File: src/rtl/multicycle_maindec.sv
// rtl/multicycle_maindec.sv - multicycle MIPS64 main decoder FSM (optional MAINDEC_PERF_EN perf counters)
module multicycle_maindec #(
  parameter int XLEN        = 64,
  parameter int MEM_TIMEOUT = 15,
  parameter int TW          = 4
) (
  input  logic       clk,
  input  logic       reset,
  input  logic [5:0] op,
  input  logic       zero,
  input  logic       mem_ready,
  output logic       memread,
  output logic [1:0] memwrite,
  output logic [2:0] readtype,
  output logic       iord,
  output logic       irwrite,
  output logic       pcen,
  output logic [1:0] pcsrc,
  output logic       regwrite,
  output logic       regdst,
  output logic       memtoreg,
  output logic       alusrca,
  output logic [1:0] alusrcb,
  output logic [2:0] aluop,
  output logic       trap,
  output logic [3:0] state_o
`ifdef MAINDEC_PERF_EN
  ,output logic [31:0] instret,
  output logic [31:0] stallcyc
`endif
);

  localparam logic [5:0] OP_RTYPE = 6'b000000, OP_J    = 6'b000010,
                         OP_BEQ   = 6'b000100, OP_BNE  = 6'b000101,
                         OP_ADDI  = 6'b001000, OP_SLTI = 6'b001010,
                         OP_ANDI  = 6'b001100, OP_ORI  = 6'b001101,
                         OP_DADDI = 6'b011000, OP_LB   = 6'b100000,
                         OP_LW    = 6'b100011, OP_LBU  = 6'b100100,
                         OP_LWU   = 6'b100111, OP_SB   = 6'b101000,
                         OP_SW    = 6'b101011, OP_LD   = 6'b110111,
                         OP_SD    = 6'b111111;

  localparam logic [TW-1:0] TO_LIM = TW'(MEM_TIMEOUT);

  typedef enum logic [3:0] {
    FETCH = 4'd0, DECODE = 4'd1, MEMADR = 4'd2, MEMRD = 4'd3,
    MEMWB = 4'd4, MEMWR = 4'd5, RTEXEC = 4'd6, IMMEXEC = 4'd7,
    ALUWB = 4'd8, BRANCH = 4'd9, JUMP = 4'd10, TRAP = 4'd11
  } state_t;

  state_t        state, state_n;
  logic [TW-1:0] cnt;
  logic          is_load, is_store, is_imm, xlen_bad;
  logic          wait_state, timeout_hit, cnt_inc;
  logic          irwrite_c, pcen_c, regwrite_c, memread_c;
  logic [1:0]    memwrite_c;

  // Opcode classes; on a 32-bit datapath the doubleword ops decode as illegal
  always_comb begin
    is_load  = (op == OP_LW) || (op == OP_LWU) || (op == OP_LB) ||
               (op == OP_LBU) || (op == OP_LD);
    is_store = (op == OP_SW) || (op == OP_SB) || (op == OP_SD);
    is_imm   = (op == OP_ADDI) || (op == OP_ANDI) || (op == OP_ORI) ||
               (op == OP_SLTI) || (op == OP_DADDI);
    xlen_bad = (XLEN == 32) &&
               ((op == OP_LD) || (op == OP_SD) || (op == OP_LWU) || (op == OP_DADDI));
  end

  // Memory-wait bookkeeping: a ready in the limit cycle beats the timeout
  always_comb begin
    wait_state  = (state == FETCH) || (state == MEMRD) || (state == MEMWR);
    timeout_hit = (MEM_TIMEOUT > 0) && wait_state && !mem_ready && (cnt == TO_LIM);
    cnt_inc     = wait_state && !mem_ready && !timeout_hit;
  end

  // State register and wait counter
  always_ff @(posedge clk or negedge reset) begin
    if (!reset) begin
      state <= FETCH;
      cnt   <= '0;
    end else begin
      state <= state_n;
      if (state_n != state) cnt <= '0;
      else if (cnt_inc)     cnt <= cnt + 1'b1;
    end
  end

  // Next-state and per-state control outputs
  always_comb begin
    state_n    = state;
    memread_c  = 1'b0;
    memwrite_c = 2'b00;
    readtype   = 3'b000;
    iord       = 1'b0;
    irwrite_c  = 1'b0;
    pcen_c     = 1'b0;
    pcsrc      = 2'b00;
    regwrite_c = 1'b0;
    regdst     = 1'b0;
    memtoreg   = 1'b0;
    alusrca    = 1'b0;
    alusrcb    = 2'b00;
    aluop      = 3'b000;
    unique case (state)
      FETCH: begin
        memread_c = 1'b1;
        alusrcb   = 2'b01;
        irwrite_c = mem_ready;
        pcen_c    = mem_ready;
        if (mem_ready)        state_n = DECODE;
        else if (timeout_hit) state_n = TRAP;
      end
      DECODE: begin
        alusrcb = 2'b10;
        if (xlen_bad)                          state_n = TRAP;
        else if (is_load || is_store)          state_n = MEMADR;
        else if (op == OP_RTYPE)               state_n = RTEXEC;
        else if (is_imm)                       state_n = IMMEXEC;
        else if (op == OP_BEQ || op == OP_BNE) state_n = BRANCH;
        else if (op == OP_J)                   state_n = JUMP;
        else                                   state_n = TRAP;
      end
      MEMADR: begin
        alusrca = 1'b1;
        alusrcb = 2'b10;
        aluop   = 3'b100;
        state_n = is_load ? MEMRD : MEMWR;
      end
      MEMRD: begin
        memread_c = 1'b1;
        iord      = 1'b1;
        case (op)
          OP_LWU:  readtype = 3'b001;
          OP_LB:   readtype = 3'b010;
          OP_LBU:  readtype = 3'b011;
          OP_LD:   readtype = 3'b100;
          default: readtype = 3'b000;
        endcase
        if (mem_ready)        state_n = MEMWB;
        else if (timeout_hit) state_n = TRAP;
      end
      MEMWB: begin
        regwrite_c = 1'b1;
        memtoreg   = 1'b1;
        state_n    = FETCH;
      end
      MEMWR: begin
        iord = 1'b1;
        case (op)
          OP_SD:   memwrite_c = 2'b11;
          OP_SB:   memwrite_c = 2'b10;
          default: memwrite_c = 2'b01;
        endcase
        if (mem_ready)        state_n = FETCH;
        else if (timeout_hit) state_n = TRAP;
      end
      RTEXEC: begin
        alusrca = 1'b1;
        aluop   = 3'b111;
        state_n = ALUWB;
      end
      IMMEXEC: begin
        alusrca = 1'b1;
        alusrcb = (op == OP_ANDI || op == OP_ORI) ? 2'b11 : 2'b10;
        case (op)
          OP_ANDI:  aluop = 3'b001;
          OP_ORI:   aluop = 3'b010;
          OP_SLTI:  aluop = 3'b011;
          OP_DADDI: aluop = 3'b100;
          default:  aluop = 3'b000;
        endcase
        state_n = ALUWB;
      end
      ALUWB: begin
        regwrite_c = 1'b1;
        regdst     = (op == OP_RTYPE);
        state_n    = FETCH;
      end
      BRANCH: begin
        alusrca = 1'b1;
        aluop   = 3'b110;
        pcsrc   = 2'b01;
        pcen_c  = (op == OP_BNE) ? !zero : zero;
        state_n = FETCH;
      end
      JUMP: begin
        pcsrc   = 2'b10;
        pcen_c  = 1'b1;
        state_n = FETCH;
      end
      TRAP:    state_n = TRAP;
      default: state_n = TRAP;
    endcase
  end

  // Reset gates every strobe and the read request without waiting for a clock
  always_comb begin
    irwrite  = irwrite_c & reset;
    pcen     = pcen_c & reset;
    regwrite = regwrite_c & reset;
    memwrite = memwrite_c & {2{reset}};
    memread  = memread_c & reset;
    trap     = (state == TRAP);
    state_o  = state;
  end

`ifdef MAINDEC_PERF_EN
  // Retired-instruction and memory-stall counters, free-running with wrap
  always_ff @(posedge clk or negedge reset) begin
    if (!reset) begin
      instret  <= '0;
      stallcyc <= '0;
    end else begin
      if (state_n == FETCH && (state == MEMWB || state == ALUWB || state == BRANCH ||
                               state == JUMP || state == MEMWR))
        instret <= instret + 32'd1;
      if (cnt_inc) stallcyc <= stallcyc + 32'd1;
    end
  end
`endif

endmodule

File: config.mk
export PLATFORM = sky130hd
export DESIGN_NAME = multicycle_maindec
export DESIGN_NICKNAME = d
export VERILOG_FILES = /design/src/rtl/multicycle_maindec.sv
export SDC_FILE = /design/constraint.sdc
export NUM_CORES = 1
export LEC_CHECK = 0
export ABC_AREA = 1
export CAP_MARGIN = 20
export CORE_UTILIZATION = 49
export CTS_CLUSTER_SIZE = 14
export DETAILED_ROUTE_END_ITERATION = 8
export PLACE_DENSITY_LB_ADDON = 0.05
export SLEW_MARGIN = 20
export SYNTH_ARGS = -nofsm -noshare
export SYNTH_HDL_FRONTEND = slang
export SYNTH_SLANG_ARGS = --single-unit
File: constraint.sdc
create_clock -name clk -period 3 [get_ports clk]
set_clock_uncertainty 0.05 [all_clocks]
set_input_delay 0.3 -clock clk [delete_from_list [all_inputs] [get_ports clk]]
set_output_delay 0.3 -clock clk [all_outputs]
set_load 0.02 [all_outputs]
-- After elaboration in Yosys (flattened, before gate mapping)
Cells that the tools add are included.
- register bits: 8
- input port bits: 10
- output and inout bits: 25
- word-level logic and storage cells: 99
- $add $sub $neg: 1
- equal/unequal tests: 29
- mux-type cells: 31
- bitwise gates (word level): 5
- reductions and logical operators: 31
- operators with widths (operator ; count):
    $eq 6x6->1 const B ; 8
    $mux 4 ; 9
    $pmux 3 s4 ; 3
    $pmux 4 s7 ; 1
    $eq 6x4->1 const B ; 4
    $eq 4x4->1 const B ; 5
    $eq 4x3->1 const B ; 4
    $logic_or 1x1->1 ; 15
    $eq 6x3->1 const B ; 2
    $mux 1 ; 10
    $reduce_or 2->1 ; 5
    $eq 4x2->1 const B ; 2
    $pmux 2 s2 ; 2
    $reduce_or 4->1 ; 2
    $eq 6x2->1 const B ; 1
    $eq 6x5->1 const B ; 1
    $logic_not 6->1 ; 1
    $mux 3 ; 2
    $pmux 2 s3 ; 1
    $add 4x1->4 const B ; 1
    $and 1x1->1 ; 4
    $eq 4x1->1 const B ; 1
    $logic_not 4->1 ; 1
    $mux 2 ; 2
    other kinds (6) ; 10

-- Logic depth before layout (Yosys ltp)
Gate-level depths: netlist of the first run.
- word-level depth: 11
- depth in mapped cells: 13
- depth with buffers taken out: 13

-- Worst setup path after synthesis of the first run
Ideal clock, no wire load.
- path type: reg2out
- start: register state[3], in the netlist state_o[3]
- end: output pcen
- data arrival time: 1.715 ns
- setup slack: 0.935 ns
- cell stages (with the launch flop): 8
- path buffers: 0
- path through: dfrtp_1 inv_1 nor2_1 inv_1 nor2_1 o21ai_0 a21oi_1 o31a_1
- word-level cells in the longest chain between the ends: 3
- RTL lines (element ; RTL line ; RTL):
    start: declaration ; 51 ; state_t state, state_n;
    start signal: assignment ; 82 ; state <= state_n;
    $eq 4x4->1 / $logic_not 4->1 (equally long branches) ; 104 ; unique case (state)
    $pmux 1 s3 (*) ; 104 ;
    $and 1x1->1 (*) ; 199 ; pcen = pcen_c & reset;
    end: declaration ; 17 ; output logic pcen,
Mark *: on every way between the ends. The rest lies on a longest branch, timed or not.

-- Worst setup path in the final report of the first run
- start: input op[5]
- end: output pcen
- word-level cells in the longest chain between the ends: 4
- RTL lines (element ; RTL line ; RTL):
    start: declaration ; 9 ; input logic [5:0] op,
    $eq 6x3->1 ; 183 ; pcen_c = (op == OP_BNE) ? !zero : zero;
    $mux 1 ; 183 ;
    $pmux 1 s3 ; 104 ;
    $and 1x1->1 ; 199 ;
Every way passes these cells.

==> results of run 1 <==
-- how the worst max path moves through the flow --
stage,from,slack (ns),cells after the start,to
2_1_floorplan,state_o[3],0.93,7,pcen
3_3_place_gp,op[5],0.45,8,pcen
3_5_place_dp,op[5],0.38,8,pcen
4_1_cts,op[5],0.37,8,pcen
5_1_grt,op[5],0.19,8,pcen
6_report,op[5],0.36,8,pcen
-- critical path, cell delays in order --
cell             delay (ns)
clkdlybuf4s50_1        0.48
nor2_2                 0.28
nand3_1                0.13
nor2_1                 0.16
o21ai_0                0.09
a21oi_1                0.13
o31a_1                 0.13
clkdlybuf4s50_1        0.60
-- flip-flops by register name, summed over array words and instances, names as in the netlist --
name,count
cnt,4
state_o,4
-- synthesized netlist by cell type --
cell	number
a31oi_1	1
dfrtp_1	8
nand3_1	19
nand3_2	4
xor2_1	2
nor2_4	2
ha_1	1
a211oi_1	2
o31ai_1	1
nor3_1	2
nor2_1	26
inv_1	31
nand2_4	2
o31a_1	1
o211ai_1	1
nand3_4	2
nand2_2	6
nand2_1	36
o21ai_0	6
nor2_2	5
inv_2	4
xnor2_1	1
nor4_1	1
a21oi_1	3
nand4_1	4
-- power breakdown --
group          internal (mW)  switching [mW]
clock network         0.0459          0.0389
registers              0.138          0.0621
logic                  0.326           0.492
total                  0.510           0.593
-- cells by family (layout without fill, tap and decap cells) --
kind of cell | after synthesis | after routing | share of synthesized area, %
and+or+nand+nor | 109 | 109 | 54.8
buffers and inverters | 35 | 73 | 12.9
AOI/OAI and AO/OA | 15 | 15 | 8.85
DFF | 8 | 8 | 19.7
xor gates and xnor gates | 3 | 3 | 2.58
adders and majority gates | 1 | 1 | 1.23
-- routing by layer --
| metal | track usage (%) | vias up | part of all wire (%) |
|---|---|---|---|
| met4 | 1.67 | 0 | 0.50 |
| met3 | 6.79 | 2 | 6.8 |
| met2 | 48.2 | 67 | 48 |
| met1 | 38.9 | 570 | 44 |
| met5 | 0 | - | 0 |
| li1 | - | 625 | - |
-- final cells by class --
| cell class | instances | share of cell area, % |
|---|---|---|
| clock buffer | 3 | 1.58 |
| inverter | 35 | 9.23 |
| multi-input combinational | 128 | 48.3 |
| sequential | 8 | 14.1 |
| tap | 27 | 2.37 |
| timing repair buffer | 35 | 24.5 |
-- per-stage QoR --
stage               cells  setup slack [ns]  hold WS (ns)  total power, mW  utilization [%]
global placement      233             0.450         0.458            0.996             71.4
floorplan             171             0.935       -0.0456            0.726                -
detailed placement    233             0.384         0.480             1.02             71.4
global route          236             0.191         0.298             1.19             72.5
CTS                   236             0.374         0.281             1.10             72.5
finish                236             0.358         0.276             1.10             72.5
==> results by group, run 1 <==
Worst setup path
  • R2R cell count: 11
  • Worst EP required: 2.65 ns
  • Worst r2r dst: cnt[0]
  • Crit path max fanout: 7
  • Critical Path Source Type: input pin
  • Critical Path End Type: output port
  • R2R setup slack: around 1.3 ns
  • Worst flop-to-flop path startpoint: state_o[0]
  • Crit path kind: in2out
  • Critical Path AT: ~2.3 ns

Clock tree
  • H-tree Lvls: 1
  • PostCTS Resize Cnt: 0
  • Worst-path clk slew: 0.06 ns
  • Clock buffer depth: 2
  • CTS tree: done
  • Postcts setup bufs: 0
  • Total CTS buffers: 3
  • Clock sinks: 8
  • Clock latency on the worst-skew pair: about 0.26 ns
  • CTS root buf: clkbuf_4
  • Cts hold-fix bufs: 0

Power
  • Max VDD drop: between 500 and 600 uV
  • Power per standard cell area: between 700 and 800 mW/mm^2
  • Static leakage: roughly 0.73 nW

Die
  • Initial Util: approximately 52%
  • FP Rows: 16
  • Chip height: about 48 um
  • Ports: 35
  • Die area: roughly 0.0023 mm^2
  • Core ar.: 0.00196 mm^2
  • Die W: 47.6 um

Cells and area
  • Synth-to-layout area growth: 39.7%
  • Post-route cell area: 0.00142 mm^2
  • Antenna Cells: 0
  • Share of layout cells above drive strength 1: 13.9%
  • Filler cells: between 150 and 200
  • # nets final: 222
  • Footprint of the multi-input gates: between 600 and 700 um^2
  • Reg area: about 200 um^2
  • Most frequent cells in the layout: 36 x nand2_1, 34 x clkdlybuf4s50_1, 31 x inv_1, 26 x nor2_1, 19 x nand3_1
  • Commonest non-fill, non-tap cell in the layout: nand2_1

STA
  • Setup_tns: 0 ns
  • Setup Viol. Count Final: 0
  • RSZ-0062 raised after global routing: false
  • Fmax: approximately 0.38 GHz
  • Max transition margin: roughly 78%
  • Max-slew violations: 0
  • Worst Tran Pin Value: ~0.33 ns
  • Fin crit share: about 88%
  • Final min period: 2.64 ns
  • Final Hold Fails: 0

Placed design
  • Buffers on Ports: 34
  • GPL Wtd Cong: ~0.93
  • Area after DPL: ~0.0014 mm^2
  • DP Wirelength: 2.54 mm

Yosys
  • Top-area cell type share of the netlist area: between 10% and 20%
  • Post-Syn Instances: roughly 170
  • Synthesized net count: roughly 180
  • Mapped cell area: between 0.001 and 0.0015 mm^2
  • Cell taking the most area after synthesis: dfrtp_1
  • Yosys Warn Count: 0
  • Post-synth cell types: 25
  • Area contributors post-synth: dfrtp_1 20%, nand2_1 13%, inv_1 11%
  • Seq cells post-synth: 8
  • Seq/Total Area, Yosys: a little under 20%
  • Mean Syn Cell Area: 5.96 um^2

Global routing
  • GRT Util Overall: 28.5%
  • Pin count of the biggest net entering global routing: 11
  • Number of global-route vias before repair: slightly above 1000
  • GRT overflow: 0
  • Antenna violations before repair: 0
  • First-pass GRT wire length: ~4.5 mm

Drt
  • 1st-iter DRT viols: 49
  • Via count: 1264
  • Post-DR wirelength/cell: between 10 and 15 um
  • Post-Route WL: 3.03 mm
  • Final ANT Viol Nets: 0
  • Pre-Repair DR Iteration Count: 5
  • Via/cell ratio: between 5 and 6
  • Drt drc: 0

Job
  • Max_cap viols: 0

Outcome
  • Status: finished, final reports clean

Min path
  • Worst min path class: in2async
No activity file was read; power rests on OpenSTA's default activity.
==> inputs of run 2 (changes only) <==
clock period = 3.3 ns   (was 3 ns; I/O delays follow)
==> run 2 against run 1 <==
Global-route usage fell by 2.3 points. Register-to-register slack improved by 0.31 ns. Hold slack improved by 0.037 ns. Sequential share of layout area did not move. Non-clock buffer count did not move. Via count fell by 4.1%. Critical path type unchanged. Critical endpoint unchanged. Largest power group unchanged. Highest routed layer unchanged.
==> results by group, run 2 (synthesis gave the netlist of run 1 again) <==
Placed design
  • Buffers on Ports: 34 (unchanged)
  • Area after DPL: 0.00140 mm^2 (unchanged)
  • Cell count after placement: 233 (unchanged)
  • GPL Wtd Cong: 0.919 (-1.5%)
  • DP Wirelength: 2.45 mm (-3.4%)

Worst setup path
  • Critical Path Source Type: input pin
  • Buf/Inv on CP: 2 (unchanged)
  • Crit path kind: in2out
  • Critical Path Most Common Cell: clkdlybuf4s50_1
  • Critical Path AT: 2.29 ns (about the same)
  • CP cell instances: clkdlybuf4s50_1 -> nor2_2 -> nand3_1 -> nor2_1 -> o21ai_0 -> a21oi_1 -> o31a_1 -> clkdlybuf4s50_1
  • Crit path max fanout: 7 (unchanged)
  • Critical Path End Type: output port
  • CP peak stage delay: 0.60 ns (about the same)
  • Worst EP required: 2.92 ns (+0.27 ns)
  • Crit path max-delay family: buffers and inverters
  • Critical-path top delay cell: clkdlybuf4s50_1

Global routing
  • GRT overflow: 0 (unchanged)
  • Antenna violations before repair: 0 (unchanged)
  • GRT Util Overall: 26.2% (-2.3 points)
  • First-pass GRT wire length: 4.15 mm (-8.0%)
  • Number of global-route vias before repair: 951 (-8.1%)
  • Pin count of the biggest net entering global routing: 11 (unchanged)

Die
  • Die area: 0.00226 mm^2 (unchanged)
  • Core ar.: 0.00196 mm^2 (unchanged)
  • Initial Util: 51.9% (unchanged)
  • FP Rows: 16 (unchanged)
  • Chip height: 47.6 um (unchanged)
  • Die W: 47.6 um (unchanged)
  • Ports: 35 (unchanged)

Drt
  • Post-Route WL: 2.93 mm (-3.1%)
  • Post-DR wirelength/cell: 12.4 um (-3.1%)
  • 1st-iter DRT viols: 49 (unchanged)
  • Final ANT Viol Nets: 0 (unchanged)
  • Via count: 1212 (-4.1%)
  • Drt drc: 0 (unchanged)
  • Via/cell ratio: 5.14 (-4.1%)
  • Pre-Repair DR Iteration Count: 4 (-1)

Cells and area
  • Final Non-Filler Cells: 236 (unchanged)
  • Share of layout cells above drive strength 1: 13.9% (unchanged)
  • Most frequent cells in the layout: 36 x nand2_1, 34 x clkdlybuf4s50_1, 31 x inv_1, 26 x nor2_1, 19 x nand3_1
  • Synth-to-layout area growth: 39.7% (unchanged)
  • Antenna Cells: 0 (unchanged)
  • Post-route cell area: 0.00142 mm^2 (unchanged)
  • Commonest non-fill, non-tap cell in the layout: nand2_1
  • # nets final: 222 (unchanged)

Clock tree
  • CTS tree: done
  • Clock buffer depth: 2 (unchanged)
  • Cts hold-fix bufs: 0 (unchanged)
  • H-tree Lvls: 1 (unchanged)
  • Postcts setup bufs: 0 (unchanged)
  • PostCTS Resize Cnt: 0 (unchanged)
  • Clock latency on the worst-skew pair: 0.25 ns (about the same)
  • Clock sinks: 8 (unchanged)
  • Worst-path clk slew: 0.06 ns (about the same)
  • CTS root buf: clkbuf_4
  • Total CTS buffers: 3 (unchanged)

STA
  • Setup Viol. Count Final: 0 (unchanged)
  • Max-slew violations: 0 (unchanged)
  • Final Hold Fails: 0 (unchanged)
  • Final min period: about 2.7 ns
  • Fin crit share: 80.8%
  • RSZ-0062 raised after global routing: false
  • Max transition margin: 77.7% (-0.20 points)
  • Fmax: approximately 0.38 GHz
  • Worst Tran Pin Value: 0.334 ns (+0.00270 ns)
  • Setup_tns: 0 ns (unchanged)

Power
  • Power per standard cell area: 700 mW/mm^2 (-9.7%)
  • Static leakage: 0.726 nW (unchanged)
  • Max VDD drop: 542 uV (-3.0%)

Min path
  • Worst min path class: in2async

Job
  • Max_cap viols: 0 (unchanged)

Outcome
  • Status: finished, final reports clean
## run 2: per-layer routing
| layer | vias up | routed length [um] | part of all wire (%) | global-route usage, % |
|---|---|---|---|---|
| met1 | 532 | 1310 | 45 | 35.7 |
| met4 | 0 | 19 | 0.65 | 3.89 |
| met5 | - | 0 | 0 | 0 |
| met3 | 2 | 241 | 8.2 | 8.30 |
| li1 | 619 | - | - | - |
| met2 | 59 | 1360 | 47 | 41.6 |
## run 2: cell type report
cell class / instances / area [um^2]
Multi-Input combinational cell: 128 / 687
Fill cell: 187 / 539
Sequential cell: 8 / 200
Tap cell: 27 / 33.8
Clock buffer: 3 / 22.5
Timing Repair Buffer: 35 / 348
Inverter: 35 / 131
## run 2: power breakdown
group,switching [mW],total (mW),internal (mW)
combinational,0.446,0.742,0.296
sequential,0.0531,0.179,0.126
clock,0.0334,0.0751,0.0416
total,0.532,0.996,0.464
## run 2: path summary, 6_finish.rpt
path                         endpoint  cells after the start  slack [ns]        from
setup / recovery                 pcen                      8        0.63       op[5]
hold / removal             state_o[2]                      2        0.31       reset
setup reg to reg               cnt[3]                     13        1.57  state_o[0]
hold reg to reg                cnt[1]                      2        0.48      cnt[1]
max in group asynchronous      cnt[3]                      2        2.74       reset
min in group clk               cnt[1]                      2        0.48      cnt[1]
## run 2: through the flow
step / hold WS (ns) / setup slack (ns) / util, % / power (mW)
after floorplan: -0.0156 / 1.20 / - / 0.660
after global placement: 0.457 / 0.685 / 71.4 / 0.907
after detailed placement: 0.470 / 0.646 / 71.4 / 0.918
after CTS: 0.314 / 0.647 / 72.5 / 0.998
after global routing: 0.328 / 0.483 / 72.5 / 1.08
final: 0.313 / 0.634 / 72.5 / 0.996
==> inputs of run 3 (changes only) <==
CORE_UTILIZATION = 45   (was 49)
clock period = 2.5 ns   (was 3.3 ns; I/O delays follow)
==> run 3 against run 2 <==
Power increased by 34%. Highest routed layer unchanged. Clock power increased by 36%. Hold slack worse by 0.059 ns. Count of clock-buffer cells in the layout did not move. Largest power group unchanged.
==> results by group, run 3 (synthesis gave the netlist of run 1 again) <==
Min path
  • Worst min path class: in2async

Cells and area
  • Commonest non-fill, non-tap cell in the layout: nand2_1
  • Post-route cell area: 0.00146 mm^2 (+2.6%)
  • Share of layout cells above drive strength 1: 16.4% (+2.6 points)
  • # nets final: 226 (+1.8%)
  • Utilization after layout: 71.5% (-1.0 points)
  • Most frequent cells in the layout: 36 x nand2_1, 32 x clkdlybuf4s50_1, 31 x inv_1, 26 x nor2_1, 19 x nand3_1
  • Synth-to-layout area growth: 43.4%
  • Filler cells: 207 (+11%)
  • Antenna Cells: 0 (unchanged)

Drt
  • Post-Route WL: 2.90 mm (-0.99%)
  • 1st-iter DRT viols: 56 (+14%)
  • Post-DR wirelength/cell: 12.1 um (-2.6%)
  • Final ANT Viol Nets: 0 (unchanged)
  • Pre-Repair DR Iteration Count: 4 (unchanged)
  • Via/cell ratio: 5.16 (+0.52%)
  • Via count: 1239 (+2.2%)
  • Drt drc: 0 (unchanged)

Die
  • Ports: 35 (unchanged)
  • Core ar.: 0.00204 mm^2 (+4.1%)
  • Initial Util: 49.9% (-2.0 points)
  • Chip height: 49.6 um (+4.2%)
  • Die area: 0.00246 mm^2 (+8.5%)
  • FP Rows: 16 (unchanged)
  • Die W: 49.6 um (+4.2%)

Power
  • Net switching power: 0.708 mW (+33%)
  • Flop pwr share: 17.7% (-0.3 points)
  • Power per standard cell area: 913 mW/mm^2 (+30%)
  • Total power: 1.33 mW (+34%)
  • Clock Power Share: 7.6% (about the same)
  • Sw Share: 53.1% (-0.35 points)
  • Max VDD drop: 812 uV (+50%)
  • Internal power: 0.625 mW (+35%)
  • Static leakage: 0.776 nW (+6.8%)
  • Comb pwr share: 74.7% (+0.2 points)

Global routing
  • GRT Util Overall: 26.3% (+0.10 points)
  • Antenna violations before repair: 0 (unchanged)
  • Pin count of the biggest net entering global routing: 10 (-1)
  • GRT overflow: 0 (unchanged)
  • First-pass GRT wire length: 5.00 mm (+21%)
  • Number of global-route vias before repair: 1169 (+23%)

Worst setup path
  • Worst EP required: 2.20 ns (-0.72 ns)
  • Crit path max-delay family: buffers and inverters
  • Buf/Inv on CP: 4 (+2)
  • Critical Path End Type: output port
  • Crit path kind: reg2out
  • CP cell instances: inv_1 -> nor2_1 -> inv_1 -> nor2_1 -> a21oi_1 -> inv_1 -> nor2_1 -> nand2_1 -> clkdlybuf4s50_1
  • Critical Path Source Type: register
  • Crit path max fanout: 5 (-2)
  • Critical Path AT: 2.07 ns (-0.22 ns)
  • Critical-path top delay cell: clkdlybuf4s50_1
  • CP peak stage delay: 0.60 ns (about the same)

Clock tree
  • Worst-path clk slew: 0.06 ns (about the same)
  • Clock latency on the worst-skew pair: 0.26 ns (about the same)
  • Cts hold-fix bufs: 0 (unchanged)
  • H-tree Lvls: 1 (unchanged)
  • Clock sinks: 8 (unchanged)
  • Total CTS buffers: 3 (unchanged)
  • CTS tree: done
  • Clock buffer depth: 2 (unchanged)
  • CTS root buf: clkbuf_4

STA
  • Final Hold Fails: 0 (unchanged)
  • Setup_tns: 0 ns (unchanged)
  • Max-slew violations: 0 (unchanged)
  • Max transition margin: 82.0% (+4.3 points)
  • Worst Tran Pin Value: 0.270 ns (-0.0648 ns)
  • Fin crit share: a little over nine tenths
  • Setup Viol. Count Final: 0 (unchanged)
  • Fmax: 0.422 GHz
  • RSZ-0062 raised after global routing: false
  • Final min period: 2.37 ns

Outcome
  • Status: finished, final reports clean

Placed design
  • Area after DPL: 0.00143 mm^2 (+2.1%)
  • GPL Wtd Cong: 0.936 (+1.9%)
  • Buffers on Ports: 34 (unchanged)
  • DP Wirelength: 2.47 mm (+0.82%)

Job
  • Max_cap viols: 0 (unchanged)
run 3: cell types whose count changed in the layout (fill, tap and decap cells not counted), sizes merged:
cell           before  now
buf                 1    5
clkdlybuf4s50      34   32
dlymetal6s2s        0    2
run 3: path summary, 6_finish.rpt:
path / from / to / slack [ns] / cells after the start
max: state_o[3] / alusrca / 0.13 / 9
min: reset / cnt[1] / 0.25 / 2
max reg2reg: state_o[1] / cnt[3] / 0.81 / 12
min reg2reg: cnt[1] / cnt[1] / 0.50 / 2
max in group asynchronous: reset / state_o[3] / 1.99 / 2
min in group clk: cnt[1] / cnt[1] / 0.50 / 2
run 3: power by group through the flow:
stage | combinational [mW] | sequential, mW | clock [mW]
5_1_grt | 1.10 | 0.240 | 0.111
2_1_floorplan | 0.617 | 0.255 | 0
3_3_place_gp | 0.984 | 0.231 | 0
6_report | 0.996 | 0.236 | 0.102
3_5_place_dp | 1.00 | 0.234 | 0
4_1_cts | 1.01 | 0.233 | 0.105
run 3: layout make-up:
class | count | area, um^2 | share of cell area (%)
Sequential cell | 8 | 203 | 13.9
Tap cell | 27 | 33.8 | 2.31
Clock buffer | 3 | 22.5 | 1.54
Timing Repair Buffer | 39 | 383 | 26.2
Inverter | 35 | 131 | 9.00
Multi-Input combinational cell | 128 | 687 | 47.0
run 3: what timing repair did:
action | CTS | global route
resized for setup | 1 | 3
setup endpoints to repair | 2 | 4
setup buffers | 0 | 0
pin swaps | 0 | 0
run 3: metrics by stage:
step                      setup WS [ns]  hold slack [ns]  std cells
after floorplan                   0.485          -0.0956        171
after global placement            0.142            0.456        237
after detailed placement         0.0996            0.492        237
after CTS                       0.00908            0.256        240
after global routing            0.00290            0.273        240
final                             0.128            0.254        240
run 3: routing by layer:
layer  vias to the layer above  GRT usage, %  routed length, um
met1                       564          34.3               1310
li1                        629             -                  -
met2                        41          45.5               1390
met3                         5          4.94                175
met4                         0          3.81                 25
met5                         -             0                  0
